`config.mk`:
```
export PLATFORM = sky130hd
export DESIGN_NAME = mm_stream_nxn_flat
export DESIGN_NICKNAME = d
export VERILOG_FILES = /design/src/rtl/mm_stream_nxn_if.sv /design/src/rtl/mm_stream_nxn.sv /design/src/flat_wrapper.sv
export SDC_FILE = /design/constraint.sdc
export NUM_CORES = 2
export LEC_CHECK = 0
export BUFFER_PORTS_ARGS = -buffer_cell sky130_fd_sc_hd__buf_2
export CORE_MARGIN = 4
export CORE_UTILIZATION = 40
export CTS_BUF_LIST = sky130_fd_sc_hd__clkbuf_16
export DETAILED_ROUTE_END_ITERATION = 16
export PLACE_DENSITY_LB_ADDON = 0.05
export SLEW_MARGIN = 25
export SYNTH_ARGS = -nofsm -noshare
export SYNTH_HDL_FRONTEND = slang
export SYNTH_SLANG_ARGS = --single-unit
```
`constraint.sdc`:
```
create_clock -name axis_clk -period 32.8 [get_ports axis_clk]
set_input_delay 3.28 -clock axis_clk [delete_from_list [all_inputs] [get_ports axis_clk]]
set_output_delay 3.28 -clock axis_clk [all_outputs]
set_load 0.02 [all_outputs]
```
`src/rtl/mm_stream_nxn_if.sv`:
```
// AXI-Stream style valid/ready bundle used on both sides of mm_stream_nxn.
// The slave view omits tlast because the input side does not use it.
interface mm_stream_nxn_if #(
  parameter int DW = 32
);
  logic          tvalid;
  logic          tready;
  logic          tlast;
  logic [DW-1:0] tdata;

  modport master (
    output tvalid,
    output tdata,
    output tlast,
    input  tready
  );

  modport slave (
    input  tvalid,
    input  tdata,
    output tready
  );
endinterface

```
`src/rtl/mm_stream_nxn.sv`:
```
// Streaming N x N signed matrix multiplier C = A x B with one MAC lane.
// Optional: define MM_STREAM_SAT_EN to clamp C elements instead of wrapping.
module mm_stream_nxn #(
  parameter int N  = 4,
  parameter int DW = 32
) (
  input  logic            axis_clk,
  input  logic            axis_rst,
  input  logic            ap_start,
  input  logic            reuse_b,
  output logic            ap_idle,
  output logic            ap_done,
  mm_stream_nxn_if.slave  ss,
  mm_stream_nxn_if.master sm
);
  localparam int AW = 2*DW + $clog2(N);
  localparam int KW = $clog2(N);
  localparam int BW = $clog2(N*N);
  localparam logic [KW-1:0] KLAST = KW'(N-1);
  localparam logic [BW-1:0] BLAST = BW'(N*N-1);

  typedef enum logic [2:0] {
    IDLE, LOAD_B, LOAD_A, MAC, OUT, DONE
  } state_t;

  state_t state, state_n;

  logic [DW-1:0] b_buf [N*N];
  logic [DW-1:0] a_row [N];
  logic [KW-1:0] i, j, k;
  logic [BW-1:0] bcnt;
  logic [BW-1:0] bidx;
  logic          b_valid;
  logic          valid_q;
  logic [DW-1:0] data_q;
  logic [DW-1:0] res;
  logic          ss_hs, sm_hs;

  logic signed [AW-1:0]   acc, acc_n;
  logic signed [2*DW-1:0] a_ext, b_ext, prod;

  assign ap_idle   = (state == IDLE);
  assign ap_done   = (state == DONE);
  assign ss.tready = (state == LOAD_B) ||
                     (state == LOAD_A);
  assign sm.tvalid = valid_q;
  assign sm.tdata  = data_q;
  assign sm.tlast  = valid_q &&
                     (i == KLAST) &&
                     (j == KLAST);
  assign ss_hs     = ss.tvalid && ss.tready;
  assign sm_hs     = valid_q && sm.tready;

  // B is stored row-major, so column j of row k sits at k*N+j
  assign bidx  = BW'(k) * BW'(N) + BW'(j);
  assign a_ext = {{DW{a_row[k][DW-1]}}, a_row[k]};
  assign b_ext = {{DW{b_buf[bidx][DW-1]}}, b_buf[bidx]};
  assign prod  = a_ext * b_ext;
  assign acc_n = acc +
    {{(AW-2*DW){prod[2*DW-1]}}, prod};

`ifdef MM_STREAM_SAT_EN
  always_comb begin
    res = acc_n[DW-1:0];
    if (acc_n[AW-1:DW-1] !=
        {(AW-DW+1){acc_n[AW-1]}}) begin
      res = acc_n[AW-1] ?
        {1'b1, {(DW-1){1'b0}}} :
        {1'b0, {(DW-1){1'b1}}};
    end
  end
`else
  assign res = acc_n[DW-1:0];
`endif

  always_ff @(posedge axis_clk or posedge axis_rst) begin
    if (axis_rst) state <= IDLE;
    else          state <= state_n;
  end

  always_comb begin
    state_n = state;
    unique case (state)
      IDLE: begin
        if (ap_start)
          state_n = (reuse_b && b_valid) ?
                    LOAD_A : LOAD_B;
      end
      LOAD_B: begin
        if (ss_hs && bcnt == BLAST)
          state_n = LOAD_A;
      end
      LOAD_A: begin
        if (ss_hs && k == KLAST)
          state_n = MAC;
      end
      MAC: begin
        if (k == KLAST) state_n = OUT;
      end
      OUT: begin
        if (sm_hs) begin
          if (j != KLAST)      state_n = MAC;
          else if (i != KLAST) state_n = LOAD_A;
          else                 state_n = DONE;
        end
      end
      DONE:    state_n = IDLE;
      default: state_n = IDLE;
    endcase
  end

  always_ff @(posedge axis_clk or posedge axis_rst) begin
    if (axis_rst) begin
      i       <= '0;
      j       <= '0;
      k       <= '0;
      bcnt    <= '0;
      b_valid <= 1'b0;
      acc     <= '0;
      valid_q <= 1'b0;
      data_q  <= '0;
      for (int n = 0; n < N*N; n++)
        b_buf[n] <= '0;
      for (int n = 0; n < N; n++)
        a_row[n] <= '0;
    end else begin
      unique case (state)
        IDLE: begin
          if (ap_start) begin
            i    <= '0;
            j    <= '0;
            k    <= '0;
            bcnt <= '0;
          end
        end
        LOAD_B: begin
          if (ss_hs) begin
            b_buf[bcnt] <= ss.tdata;
            if (bcnt == BLAST) begin
              bcnt    <= '0;
              b_valid <= 1'b1;
            end else begin
              bcnt <= bcnt + BW'(1);
            end
          end
        end
        LOAD_A: begin
          if (ss_hs) begin
            a_row[k] <= ss.tdata;
            if (k == KLAST) begin
              k   <= '0;
              j   <= '0;
              acc <= '0;
            end else begin
              k <= k + KW'(1);
            end
          end
        end
        MAC: begin
          acc <= acc_n;
          if (k == KLAST) begin
            k       <= '0;
            data_q  <= res;
            valid_q <= 1'b1;
          end else begin
            k <= k + KW'(1);
          end
        end
        OUT: begin
          if (sm_hs) begin
            valid_q <= 1'b0;
            acc     <= '0;
            if (j != KLAST) begin
              j <= j + KW'(1);
            end else begin
              j <= '0;
              if (i != KLAST) i <= i + KW'(1);
              else            i <= '0;
            end
          end
        end
        default: ;
      endcase
    end
  end
endmodule

```
`src/flat_wrapper.sv`:
```
// flat-port wrapper written by rule: the top's interface ports become plain ports
module mm_stream_nxn_flat 
#(
  parameter int N  = 4,
  parameter int DW = 32
)
  (axis_clk, axis_rst, ap_start, reuse_b, ap_idle, ap_done, ss_tvalid, ss_tdata, ss_tready, sm_tvalid, sm_tdata, sm_tlast, sm_tready);
  mm_stream_nxn_if #(.DW(DW)) ss_i ();
  mm_stream_nxn_if #(.DW(DW)) sm_i ();
  input  logic axis_clk;
  input  logic axis_rst;
  input  logic ap_start;
  input  logic reuse_b;
  output logic ap_idle;
  output logic ap_done;
  input wire logic [$bits(ss_i.tvalid)-1:0] ss_tvalid;
  input wire logic [$bits(ss_i.tdata)-1:0] ss_tdata;
  output wire logic [$bits(ss_i.tready)-1:0] ss_tready;
  output wire logic [$bits(sm_i.tvalid)-1:0] sm_tvalid;
  output wire logic [$bits(sm_i.tdata)-1:0] sm_tdata;
  output wire logic [$bits(sm_i.tlast)-1:0] sm_tlast;
  input wire logic [$bits(sm_i.tready)-1:0] sm_tready;
  assign ss_i.tvalid = ss_tvalid;
  assign ss_i.tdata = ss_tdata;
  assign ss_tready = ss_i.tready;
  assign sm_tvalid = sm_i.tvalid;
  assign sm_tdata = sm_i.tdata;
  assign sm_tlast = sm_i.tlast;
  assign sm_i.tready = sm_tready;
  mm_stream_nxn #(.N(N), .DW(DW)) u_core (.axis_clk(axis_clk), .axis_rst(axis_rst), .ap_start(ap_start), .reuse_b(reuse_b), .ap_idle(ap_idle), .ap_done(ap_done), .ss(ss_i), .sm(sm_i));
endmodule
```
==> qor.json <==
{
  "status": {"value": "complete, no violations"},
  "floorplan.die.width": {"value": 362, "unit": "microns"},
  "drt.antenna.violating_nets": {"value": 0},
  "data_arrival_time_of_the_critical_path": {"value": 12.91, "unit": "ns"},
  "cts_resized": {"value": 0},
  "layout_commonest_cell": {"value": "sky130_fd_sc_hd__dfrtp_1"},
  "first_global_vias": {"value": 34127},
  "worst-path-buf-inv": {"value": 7},
  "max-clock-path-buffers": {"value": 3},
  "worst_slew_margin_rel": {"value": 0.319},
  "synth_area": {"value": 50000, "unit": "sq um"},
  "hold_path.class": {"value": "flop to flop"},
  "setup_violations": {"value": 0},
  "max_freq": {"value": 0.0808, "unit": "GHz"},
  "placed_cell_area": {"value": 52000, "unit": "sq um"},
  "holdCritStartpoint": {"value": "u_core.sm.tdata[7]$_DFFE_PP0P_"},
  "core_region": {"value": 124000, "unit": "sq um"},
  "cp_max_fo": {"value": 45},
  "clock_transition_time_at_the_flip_flop_clock_pins_of_the_worst_setup_and_hold_paths": {"value": 0.06, "unit": "ns"},
  "yosysSeqAreaShare": {"value": 0.360},
  "critPathKind": {"value": "flop to flop"},
  "crit_top_cell": {"value": "sky130_fd_sc_hd__fa_1"},
  "floorplan.initialDensity": {"value": 0.404},
  "timing.final.hold_violations": {"value": 0},
  "period_share": {"value": 0.377},
  "ctsRootBufferMaster": {"value": "sky130_fd_sc_hd__clkbuf_16"},
  "hpwl": {"value": 95600, "unit": "microns"},
  "cts-buffers-inserted": {"value": 83},
  "area_delta_synth_final": {"value": 9.03, "unit": "%"},
  "hold_buffers": {"value": 0},
  "timing.rr.start": {"value": "u_core.j[1]$_DFFE_PP0P_"},
  "grt_overflow_total": {"value": 0},
  "slowest_delay": {"value": 1.03, "unit": "ns"},
  "yosys_most_used_dff": {"value": "sky130_fd_sc_hd__dfrtp_1"},
  "yosys_warnings": {"value": 0},
  "clock_latency": {"value": 0.70, "unit": "ns"},
  "regToRegSetupSlack": {"value": 20.42, "unit": "ns"},
  "clock_sinks": {"value": 719},
  "synth-async-reset-ratio": {"value": 1.00},
  "drtPass1Iterations": {"value": 5},
  "tightestPinTransition": {"value": 1.01, "unit": "ns"},
  "grt_pass1_wl": {"value": 223000, "unit": "microns"},
  "detail_route.vias_per_cell": {"value": 5.31},
  "crit_required": {"value": 33.33, "unit": "ns"},
  "finalWeightedCongestion": {"value": 0.819},
  "io-pin-count": {"value": 75},
  "fin_area": {"value": 54500, "unit": "sq um"},
  "grt_usage": {"value": 0.226},
  "synth.net_count": {"value": 4965},
  "clock_skew": {"value": 0.0762, "unit": "ns"},
  "layout.cells.most_common_list": {"value": "sky130_fd_sc_hd__dfrtp_1, sky130_fd_sc_hd__mux2_2, sky130_fd_sc_hd__inv_1"},
  "pin_count_of_the_biggest_net_entering_global_routing": {"value": 173},
  "dr_total_vias": {"value": 31853},
  "fp.dieArea": {"value": 131000, "unit": "sq um"},
  "drc": {"value": 0},
  "cpMaxStageDelayCell": {"value": "sky130_fd_sc_hd__dfrtp_4"},
  "fin_crit": {"value": 12.38, "unit": "ns"},
  "drt_iter0_markers": {"value": 1737},
  "maxCapViolCount": {"value": 0},
  "post_synth_inst_count": {"value": 4325},
  "critPathLaunchType": {"value": "flop"},
  "distinct_cell_type_count_of_the_synthesized_netlist": {"value": 72},
  "yosys_register_bits": {"value": 719},
  "wirelength": {"value": 145000, "unit": "microns"},
  "number_of_enable_type_register_cells_in_the_synthesized_netlist": {"value": 0},
  "final_layout_size_suffix_gt1_frac": {"value": 0.253},
  "standard_cell_row_count": {"value": 129},
  "grt_setup_unrepaired": {"value": "false"},
  "htreeDepth": {"value": 3},
  "post_cts.repair.setup_buffers": {"value": 0},
  "port_buffers": {"value": 74},
  "layout.nets": {"value": 4932},
  "initial_antenna_violation_count": {"value": 12},
  "cp-startpoint": {"value": "u_core.j[1]$_DFFE_PP0P_"},
  "cts_tree": {"value": "yes"},
  "drt-wirelength-per-cell": {"value": 24.2, "unit": "microns"},
  "tns": {"value": 0, "unit": "ns"},
  "timing.final.max_slew_violations": {"value": 0},
  "syn_area_per_cell": {"value": 11.6, "unit": "sq um"},
  "path_delay_family": {"value": "adder cells"},
  "die-height": {"value": 362, "unit": "microns"},
  "worst_setup_path_end_kind": {"value": "flop"}
}
## worst min-delay path: stages, from the launching register on
cell                      delay [ns]
sky130_fd_sc_hd__dfrtp_1        0.34
sky130_fd_sc_hd__nand2_1        0.04
sky130_fd_sc_hd__o21ai_0        0.05
## cells by family after synthesis
logic type | Yosys count | share of synthesized area
buffers and inverters | 837 | 0.0687
and+or+nand+nor | 818 | 0.0708
DFF | 719 | 0.360
AOI/OAI and AO/OA | 350 | 0.0435
xor gates and xnor gates | 106 | 0.0218
adders and majority gates | 602 | 0.212
muxes | 893 | 0.224
## flip-flops by register name (all words and copies together) (netlist names)
name,cells
u_core.j,2
u_core.state,3
u_core.bcnt,4
u_core.b_buf,512
u_core.i,2
u_core.a_row,128
u_core.acc,32
u_core.b_valid,1
u_core.sm.tdata,32
u_core.sm.tvalid,1
u_core.k,2
## cells in the mapped netlist (16+ instances only)
library cell	instances	share of area
sky130_fd_sc_hd__nand2b_1	63	0.0079
sky130_fd_sc_hd__o21a_1	21	0.0032
sky130_fd_sc_hd__buf_1	59	0.0044
sky130_fd_sc_hd__xnor2_1	72	0.013
sky130_fd_sc_hd__nand3_1	19	0.0019
sky130_fd_sc_hd__mux2_2	670	0.15
sky130_fd_sc_hd__or2_2	17	0.0021
sky130_fd_sc_hd__xor2_1	22	0.0039
sky130_fd_sc_hd__a21o_1	20	0.0030
sky130_fd_sc_hd__mux2i_1	113	0.023
sky130_fd_sc_hd__inv_1	562	0.042
sky130_fd_sc_hd__ha_1	193	0.048
sky130_fd_sc_hd__o21ai_0	122	0.012
sky130_fd_sc_hd__nor2_1	305	0.023
sky130_fd_sc_hd__nand2_1	315	0.024
sky130_fd_sc_hd__mux4_2	96	0.043
sky130_fd_sc_hd__clkbuf_1	161	0.012
sky130_fd_sc_hd__buf_2	25	0.0025
sky130_fd_sc_hd__fa_1	409	0.16
sky130_fd_sc_hd__a22oi_1	29	0.0044
sky130_fd_sc_hd__dfrtp_1	719	0.36
sky130_fd_sc_hd__a21oi_1	59	0.0059
sky130_fd_sc_hd__and2_1	38	0.0048
sky130_fd_sc_hd__nor2b_1	19	0.0024
sky130_fd_sc_hd__o21ai_1	16	0.0016
## final cells by class
type,instances,area [sq um]
antenna,3,7.51
clock buffer,83,2080
clock inverter,71,468
fill,11796,69400
inverter,562,2120
multi-input combinational,2769,28800
sequential,719,18000
tap,1637,2050
timing repair buffer,157,1050
## metal layers
metal | GRT usage | vias up | wire length [microns]
met5 | 0 | - | 13
met4 | 0.0414 | 2 | 2350
met3 | 0.0287 | 148 | 4860
met2 | 0.388 | 490 | 71900
met1 | 0.310 | 16990 | 65900
li1 | - | 14223 | -
## worst paths after layout
check                                                  end  cells past startpoint
setup / recovery                u_core.acc[31]$_DFFE_PP0P_                     40
hold / removal              u_core.sm.tdata[7]$_DFFE_PP0P_                      2
setup reg to reg                u_core.acc[31]$_DFFE_PP0P_                     40
hold reg to reg             u_core.sm.tdata[7]$_DFFE_PP0P_                      2
max in group asynchronous    u_core.b_buf[402]$_DFFE_PP0P_                      6
min in group asynchronous  u_core.sm.tdata[19]$_DFFE_PP0P_                      2
## metrics by stage
step	std cells	hold slack [ns]	utilization	setup WS (ns)
floorplan	4325	0.451	-	9.35
global placement	5843	0.456	0.419	20.34
detailed placement	5843	0.465	0.419	20.22
CTS	5997	0.478	0.440	20.21
global route	5998	0.503	0.440	19.52
finish	6001	0.470	0.440	20.42
Power is left out: the tool's default activity adds up to more than one toggle a clock period on the data nets, which glitch-free logic cannot reach.
